--- src/rtl/galaxian_dl_pkg.sv ---
// Shared types and sizing for the Galaxian ROM download controller.
package galaxian_dl_pkg;

  typedef enum logic [2:0] {
    ST_IDLE,
    ST_LOAD,
    ST_CHECK,
    ST_HOLD,
    ST_RUN,
    ST_ERR
  } state_e;

  typedef enum logic [1:0] {
    REG_NONE,
    REG_CPU,
    REG_GFX,
    REG_PROM
  } region_e;

  localparam int unsigned IOCTL_ADDR_W = 25;
  localparam int unsigned DN_ADDR_W    = 16;
  localparam int unsigned DN_DATA_W    = 8;
  localparam int unsigned COUNT_W      = 17;

  localparam int unsigned CPU_ROM_SIZE_DEF = 16384;
  localparam int unsigned GFX_BASE_DEF     = 16384;
  localparam int unsigned GFX_SIZE_DEF     = 4096;
  localparam int unsigned PROM_BASE_DEF    = 20480;
  localparam int unsigned PROM_SIZE_DEF    = 32;
  localparam int unsigned HOLD_CYCLES_DEF  = 1024;

  function automatic int unsigned expected_len(input int unsigned cpu_size,
                                               input int unsigned gfx_size,
                                               input int unsigned prom_size);
    return cpu_size + gfx_size + prom_size;
  endfunction

  localparam int unsigned EXPECTED_LEN =
    expected_len(CPU_ROM_SIZE_DEF, GFX_SIZE_DEF, PROM_SIZE_DEF);

endpackage

--- src/rtl/galaxian_dl_decode.sv ---
// Maps an ioctl byte address onto a target region and a region-relative address.
module galaxian_dl_decode
  import galaxian_dl_pkg::*;
#(
  parameter int unsigned CPU_ROM_SIZE = CPU_ROM_SIZE_DEF,
  parameter int unsigned GFX_BASE     = GFX_BASE_DEF,
  parameter int unsigned GFX_SIZE     = GFX_SIZE_DEF,
  parameter int unsigned PROM_BASE    = PROM_BASE_DEF,
  parameter int unsigned PROM_SIZE    = PROM_SIZE_DEF
) (
  input  logic [IOCTL_ADDR_W-1:0] addr,
  output region_e                 region_c,
  output logic [DN_ADDR_W-1:0]    rel_addr_c
);

  // Anything outside the three windows, high address bits included, is REG_NONE.
  always_comb begin
    region_c   = REG_NONE;
    rel_addr_c = '0;
    if (addr < IOCTL_ADDR_W'(CPU_ROM_SIZE)) begin
      region_c   = REG_CPU;
      rel_addr_c = DN_ADDR_W'(addr);
    end else if (addr >= IOCTL_ADDR_W'(GFX_BASE) &&
                 addr <  IOCTL_ADDR_W'(GFX_BASE + GFX_SIZE)) begin
      region_c   = REG_GFX;
      rel_addr_c = DN_ADDR_W'(addr - IOCTL_ADDR_W'(GFX_BASE));
    end else if (addr >= IOCTL_ADDR_W'(PROM_BASE) &&
                 addr <  IOCTL_ADDR_W'(PROM_BASE + PROM_SIZE)) begin
      region_c   = REG_PROM;
      rel_addr_c = DN_ADDR_W'(addr - IOCTL_ADDR_W'(PROM_BASE));
    end
  end

endmodule

--- src/rtl/galaxian_dl_ctrl.sv ---
// Steers the HPS download into the Galaxian ROMs, validates the image and
// sequences the core reset around each load.
module galaxian_dl_ctrl
  import galaxian_dl_pkg::*;
#(
  parameter int unsigned CPU_ROM_SIZE = CPU_ROM_SIZE_DEF,
  parameter int unsigned GFX_BASE     = GFX_BASE_DEF,
  parameter int unsigned GFX_SIZE     = GFX_SIZE_DEF,
  parameter int unsigned PROM_BASE    = PROM_BASE_DEF,
  parameter int unsigned PROM_SIZE    = PROM_SIZE_DEF,
  parameter int unsigned HOLD_CYCLES  = HOLD_CYCLES_DEF
) (
  input  logic                    clk_sys,
  input  logic                    reset,
  input  logic                    ioctl_download,
  input  logic                    ioctl_wr,
  input  logic [IOCTL_ADDR_W-1:0] ioctl_addr,
  input  logic [DN_DATA_W-1:0]    ioctl_dout,
  output logic [DN_ADDR_W-1:0]    dn_addr,
  output logic [DN_DATA_W-1:0]    dn_data,
  output logic                    cpu_rom_we,
  output logic                    gfx_rom_we,
  output logic                    prom_we,
  output logic                    core_reset,
  output logic [COUNT_W-1:0]      byte_count,
  output logic                    load_ok,
  output logic                    load_err
);

  localparam int unsigned EXP_LEN = expected_len(CPU_ROM_SIZE, GFX_SIZE, PROM_SIZE);
  localparam int unsigned HOLD_W  = $clog2(HOLD_CYCLES + 1);

  state_e                state;
  logic                  dl_q;
  logic                  ovf;
  logic [HOLD_W-1:0]     hold_cnt;
  region_e               dec_region_c;
  logic [DN_ADDR_W-1:0]  dec_rel_c;
  logic                  rise_c;
  logic                  fall_c;
  logic                  accept_c;

  galaxian_dl_decode #(
    .CPU_ROM_SIZE (CPU_ROM_SIZE),
    .GFX_BASE     (GFX_BASE),
    .GFX_SIZE     (GFX_SIZE),
    .PROM_BASE    (PROM_BASE),
    .PROM_SIZE    (PROM_SIZE)
  ) u_decode (
    .addr       (ioctl_addr),
    .region_c   (dec_region_c),
    .rel_addr_c (dec_rel_c)
  );

  assign rise_c = ioctl_download & ~dl_q;
  assign fall_c = ~ioctl_download & dl_q;
  // dl_q keeps the write in the falling cycle valid while download is already low.
  assign accept_c = ioctl_wr & (ioctl_download | dl_q);

  // dl_q follows the input even in reset, so a download held across reset is not a new rise.
  always_ff @(posedge clk_sys) begin
    dl_q       <= ioctl_download;
    cpu_rom_we <= 1'b0;
    gfx_rom_we <= 1'b0;
    prom_we    <= 1'b0;
    if (reset) begin
      state      <= ST_IDLE;
      core_reset <= 1'b1;
      dn_addr    <= '0;
      dn_data    <= '0;
      byte_count <= '0;
      load_ok    <= 1'b0;
      load_err   <= 1'b0;
      hold_cnt   <= '0;
      ovf        <= 1'b0;
    end else if (rise_c && state != ST_LOAD) begin
      state      <= ST_LOAD;
      core_reset <= 1'b1;
      byte_count <= '0;
      ovf        <= 1'b0;
      load_ok    <= 1'b0;
      load_err   <= 1'b0;
      hold_cnt   <= '0;
    end else begin
      case (state)
        ST_IDLE: core_reset <= 1'b1;
        ST_LOAD: begin
          core_reset <= 1'b1;
          if (accept_c) begin
            if (dec_region_c != REG_NONE) begin
              dn_addr    <= dec_rel_c;
              dn_data    <= ioctl_dout;
              cpu_rom_we <= (dec_region_c == REG_CPU);
              gfx_rom_we <= (dec_region_c == REG_GFX);
              prom_we    <= (dec_region_c == REG_PROM);
              if (byte_count != '1) byte_count <= byte_count + COUNT_W'(1);
            end else begin
              ovf <= 1'b1;
            end
          end
          if (fall_c) state <= ST_CHECK;
        end
        ST_CHECK: begin
          if (!ovf && byte_count == COUNT_W'(EXP_LEN)) begin
            state    <= ST_HOLD;
            hold_cnt <= '0;
          end else begin
            state    <= ST_ERR;
            load_err <= 1'b1;
          end
        end
        ST_HOLD: begin
          if (hold_cnt == HOLD_W'(HOLD_CYCLES - 1)) begin
            state      <= ST_RUN;
            core_reset <= 1'b0;
            load_ok    <= 1'b1;
          end else begin
            hold_cnt <= hold_cnt + HOLD_W'(1);
          end
        end
        ST_RUN:  core_reset <= 1'b0;
        ST_ERR:  core_reset <= 1'b1;
        default: state <= ST_IDLE;
      endcase
    end
  end

endmodule

--- config.mk ---
export PLATFORM = sky130hd
export DESIGN_NAME = galaxian_dl_ctrl
export DESIGN_NICKNAME = d
export VERILOG_FILES = /design/src/rtl/galaxian_dl_pkg.sv /design/src/rtl/galaxian_dl_decode.sv /design/src/rtl/galaxian_dl_ctrl.sv
export SDC_FILE = /design/constraint.sdc
export NUM_CORES = 1
export LEC_CHECK = 0
export BUFFER_PORTS_ARGS = -buffer_cell sky130_fd_sc_hd__buf_2
export CAP_MARGIN = 20
export CORE_MARGIN = 2
export CORE_UTILIZATION = 55
export DETAILED_ROUTE_END_ITERATION = 8
export GPL_ROUTABILITY_DRIVEN = 0
export PLACE_DENSITY = 0.84
export SYNTH_ARGS = -nofsm -noshare
export SYNTH_HDL_FRONTEND = slang
export SYNTH_HIERARCHICAL = 1
export SYNTH_SLANG_ARGS = --single-unit
--- constraint.sdc ---
create_clock -name clk_sys -period 6.8 [get_ports clk_sys]
set_clock_uncertainty 0.2 [all_clocks]
set_input_delay 0 -clock clk_sys [delete_from_list [all_inputs] [get_ports clk_sys]]
set_output_delay 0 -clock clk_sys [all_outputs]
set_load 0.05 [all_outputs]
Word level (Yosys, flattened, before mapping)
Index checks and enable logic that the tools add are counted.
- add/subtract/negate cells: 4
- multiply operators: 0
- div/mod/pow operators: 0
- magnitude comparators: 5
- equality and inequality tests: 19
- shift-type cells: 0
- mux-type cells: 16
- bitwise gates (word level): 12
- reduce and logical (&&, ||, !) cells: 22
- operator list (operator ; number):
    $lt A25 B15 Y1 const B ; 3
    $ge A25 B15 Y1 const B ; 2
    $mux W16 ; 3
    $sub A16 B15 Y16 const B ; 2
    $mux W11 ; 2
    $pmux W11 S2 ; 1
    $add A17 B1 Y17 const B ; 1
    $eq A17 B15 Y1 const B ; 1
    $ne A17 B17 Y1 const B ; 1
    $pmux W3 S4 ; 1
    $reduce_and A3 Y1 ; 4
    $add A11 B1 Y11 const B ; 1
    $eq A11 B10 Y1 const B ; 1
    $mux W3 ; 3
    $ne A2 B2 Y1 const B ; 4
    $not A1 Y1 ; 8
    $reduce_and A4 Y1 ; 2
    $eq A3 B2 Y1 const B ; 2
    $eq A3 B3 Y1 const B ; 2
    $mux W2 ; 3
    $ne A3 B3 Y1 const B ; 2
    $reduce_and A2 Y1 ; 3
    $reduce_or A3 Y1 ; 2
    $reduce_or A5 Y1 ; 1
    15 further kinds ; 23
- bits in registers: 63
- latch bits: 0
- bits in writable memories: 0
- memory bits (read-only): 0
- bits of input ports: 37
- output and inout bits: 47
- logic and storage cells: 92
- memories kept: 0

Longest topological paths before layout
- depth after elaboration: 8
- gate-level depth with buffers: 10
- depth with buffers taken out: 8

Hierarchy
Netlist, hierarchy kept.
- by module, submodules not included (module ; instances ; cells each ; area an instance (um2) ; seq. area each (um2)):
    galaxian_dl_ctrl ; 1 ; 335 ; 2767.7 ; 1261.2
    galaxian_dl_decode ; 1 ; 55 ; 404.1 ; 0.0

Worst setup path after synthesis
Ideal clock, no wire load.
- kind: flip-flop to flip-flop
- from: reg byte_count[3]
- to: reg byte_count[1]
- setup time: 0.128 ns
- arrival time: 2.544 ns
- data required time: 6.472 ns
- path slack: 3.928 ns
- cell stages (with the launch flop): 11
- buffers on the path: 2
- clock period less this slack: 2.872 ns
- cells stage by stage: dfxtp_1 > and4_1 > nand3_1 > nor3_1 > ha_1 > o21ba_2 > nand3_1 > clkbuf_1 > buf_2 > mux2i_1 > nor2_1
- longest elaborated chain between the ends: 2
- ends and longest elaborated chain (element ; RTL line ; text):
    start, declared ; galaxian_dl_ctrl.sv:25 ; output logic [COUNT_W-1:0] byte_count,
    start signal, assigned ; galaxian_dl_ctrl.sv:96 ; if (byte_count != '1) byte_count <= byte_count + COUNT_W'(1);
    $ne A17 B17 Y1 ; galaxian_dl_ctrl.sv:96 ;
    $reduce_and A4 Y1 (no line) ; - ;
No other way between the ends.
A chain may end at the register's enable or synchronous reset.

Worst setup path after layout
- from: in ioctl_addr[8]
- to: reg byte_count[11]
- longest elaborated chain between the ends: 7
- elaborated cells between the ends (all ways): 12
- those cells by class: order compare: 5; mux: 3; reduce/logical: 4
- ends and longest elaborated chain (element ; RTL line ; text):
    start, declared ; galaxian_dl_ctrl.sv:17 ; input logic [IOCTL_ADDR_W-1:0] ioctl_addr,
    $ge A25 B15 Y1 or $lt A25 B15 Y1 (tied branches) ; galaxian_dl_decode.sv:27, galaxian_dl_decode.sv:28 ;
    $logic_and A1 B1 Y1 ; galaxian_dl_decode.sv:27 ; end else if (addr >= IOCTL_ADDR_W'(PROM_BASE) &&
    $mux W2 ; galaxian_dl_decode.sv:27 ;
    $mux W2 ; galaxian_dl_decode.sv:23 ; end else if (addr >= IOCTL_ADDR_W'(GFX_BASE) &&
    $mux W2 * ; galaxian_dl_decode.sv:20 ; if (addr < IOCTL_ADDR_W'(CPU_ROM_SIZE)) begin
    named net dec_region_c[1] ; galaxian_dl_ctrl.sv:37 ; region_e dec_region_c;
    $reduce_bool A2 Y1 * ; galaxian_dl_ctrl.sv:90 ; if (dec_region_c != REG_NONE) begin
    $reduce_and A4 Y1 (no line) * ; - ;
Mark *: on every way through the listed nets, which the timed path passes. The rest lies on a longest branch.

==> impl_metrics.ini <==
[status]
status = completed

[drt]
drtAntennaViolNets = 0
firstDrtPassIters = 5
viasPerCell = 5.96
drt_iter0_markers = 284
wl_per_cell_um = 16.7
routed_wirelength_um = 9850
vias = 3513
drc = 0

[flow_run]
drv_cap = 0

[setup_path]
worst_ep_arrival_time_ns = 3.42
endpoint_kind = register
cp.required_ns = 6.86
criticalPathCategory = in2reg
startpoint = ioctl_addr[8]
path_max_fanout = 24
start_kind = input pin
r2r_start = byte_count[1]

[global_routing]
overflow = 0
antenna_found_initial = 1
grt_pass1_wl_um = 16000
grt_pass1_vias = 3334
grt_max_degree = 30
grt_usage_pct = 32.1

[clock_network]
cts_buffer_depth = 2
cts_num_sinks = 63
tritoncts = yes
cts_resized = 0
cts-root-buf = clkbuf_8
clkTransAtPathRegs_ns = 0.07
numCtsBuffers = 9
post_cts_buffers = 0
clk-insertion-delay-late_ns = 0.34
cts_max_level = 3

[timing]
relSlewSlack_pct = 33.0
drv_slew = 0
min_period_over_period_pct = 49.5
finalHoldViolations = 0
finalSetupTns_ns = 0
min_period_ns = 3.36
hold_slack_ns = 0.167
rsz0062_at_grt = false
final-setup-viol-count = 0
fmax_mhz = 297
worst_slew_pin_slew_ns = 1.00

[floorplan]
dieArea_mm2 = 0.00639
start_util_pct = 57.2
fp.dieH_um = 79.9
core-area_mm2 = 0.00554
die_w_um = 79.9
num_io_pins = 84
num_rows = 27

[synth]
syn-num-nets = 434
yosysTopAreaCellShare_pct = 39.8
yosysTopAreaCell = dfxtp_1
ys_seq_area_share_pct = 39.8
synth_top_flop_cell = dfxtp_1
syn_inst = 390
syn_area_mm2 = 0.00317
synth_edf_count = 0
synthArstFlopShare_pct = 0
avgSynthCellArea_um2 = 8.13
ys_ff_latch = 63
yosys_warnings = 6
ys_types = 59
synth.area.top_cells = dfxtp_1 (40%), nand2_1 (8.3%), a21oi_1 (7.3%)

[final_layout]
nNetsFinal = 555
fin_cells = 589
syn2layout_area_growth_pct = 33.9
drive_gt1_share_pct = 23.3
fillCellCount = 357

[power_and_ir_drop]
power.density_mw_per_mm2 = 177
swShare_pct = 23.9
switchingPower_uw = 180
p_clk_share_pct = 42.5
total_power_uw = 753
p_seq_share_pct = 49.6
vdd_ir_drop_max_mv = 0.127
intPower_uw = 573
combinationalPowerShare_pct = 7.9
power_leakage_nw = 1.72

[placed_design]
hpwl_um = 5370
port_buffers = 83
placedCellCount = 525

[hold_path]
hold_class = in2reg
hold_path.startpoint = ioctl_download
per-layer routing:
layer | vias to the layer above | GRT usage [%] | wire length (um)
li1 | 1648 | - | -
met1 | 1617 | 37.9 | 4010
met2 | 209 | 52.7 | 4690
met3 | 39 | 8.26 | 815
met4 | 0 | 18.1 | 328
met5 | - | 0 | 0
synthesized netlist by cell type, drive strengths merged, types with 2 or more instances:
library cell and count:
nand3 12, a21oi 47, and4 4, nor4b 3
nor4 19, o22ai 4, nor3 8, nand2b 3
buf 8, clkbuf 14, inv 26, nor2 16
dfxtp 63, or3b 2, o21a 2, a311oi 2
nand2 70, o31ai 11, mux2i 2, ha 7
xor2 2, nor3b 2, or4 14, xnor2 4
a31oi 2, nand4 10, o21ai 6, o21bai 2
or3 4, or2 2
cells in the final DEF, fill, tap and decap left out, drive strengths merged, types with 3 or more instances in the layout:
cell / n
a21oi: 47
and4: 4
buf: 85
clkbuf: 12
clkinv: 3
dfxtp: 63
dlygate4sd3: 47
ha: 7
inv: 26
nand2: 70
nand2b: 3
nand3: 12
nand4: 10
nor2: 16
nor3: 8
nor4: 19
nor4b: 3
o21ai: 6
o22ai: 4
o31ai: 11
or3: 4
or4: 14
xnor2: 4
flip-flops by register name (all words and copies together), names as in the netlist:
signal	count
byte_count	17
load_err	1
dl_q	1
ovf	1
cpu_rom_we	1
state	3
core_reset	1
dn_data	8
prom_we	1
gfx_rom_we	1
load_ok	1
dn_addr	16
hold_cnt	11
area by class of cell:
type                       count  area, um2  share of cell area [%]
antenna                        1       2.50                  0.0589
clock buffer                  12        145                    3.42
clock inverter                 4       45.0                    1.06
inverter                      26       97.6                    2.30
multi-input combinational    279       1710                    40.1
sequential                    63       1260                    29.7
tap                           72       90.1                    2.12
timing repair buffer         132        901                    21.2
what timing repair did:
| item | CTS | global route |
|---|---|---|
| hold buffers | 47 | 0 |
| setup endpoints to repair | 0 | 0 |
| endpoints found under the hold margin | 31 | 0 |
through the flow:
step           setup slack, ns  area, um2  utilization, %
2_1_floorplan             3.93       3170               -
3_3_place_gp              3.59       3580            64.7
3_5_place_dp              3.43       3580            64.7
4_1_cts                   3.53       4250            76.6
5_1_grt                   3.14       4250            76.7
6_report                  3.44       4250            76.7
power groups by stage:
stage	combinational, mW	sequential [mW]	clock (mW)
floorplan	0.0268	0.381	0
finish	0.0596	0.373	0.320
global route	0.0637	0.374	0.340
global placement	0.0428	0.382	0
CTS	0.0558	0.373	0.321
detailed placement	0.0441	0.382	0
worst max-delay path, cell delays in order:
cell and delay, ns:
dlygate4sd3_1 0.54, buf_2 0.15, nor4_4 0.41, a21oi_1 0.11, nor3_1 0.42, o21ba_2 0.25
nand3_1 0.62, or4_1 0.72, a21oi_1 0.18
cells by family after synthesis:
logic type      synth area share [%]
simple gates                    31.8
compound gates                  16.8
flops                           39.8
buf+inv                         6.63
fa+ha+maj                       2.76
xor+xnor                        1.66
mux                            0.631
final timing paths:
kind / endpoint / slack (ns) / cells after the start
max: byte_count[11] / 3.44 / 9
min: dl_q / 0.17 / 2
min reg2reg: dn_addr[12] / 0.26 / 2
max reg2reg: byte_count[11] / 3.59 / 8
No activity file was read; power rests on OpenSTA's default activity.
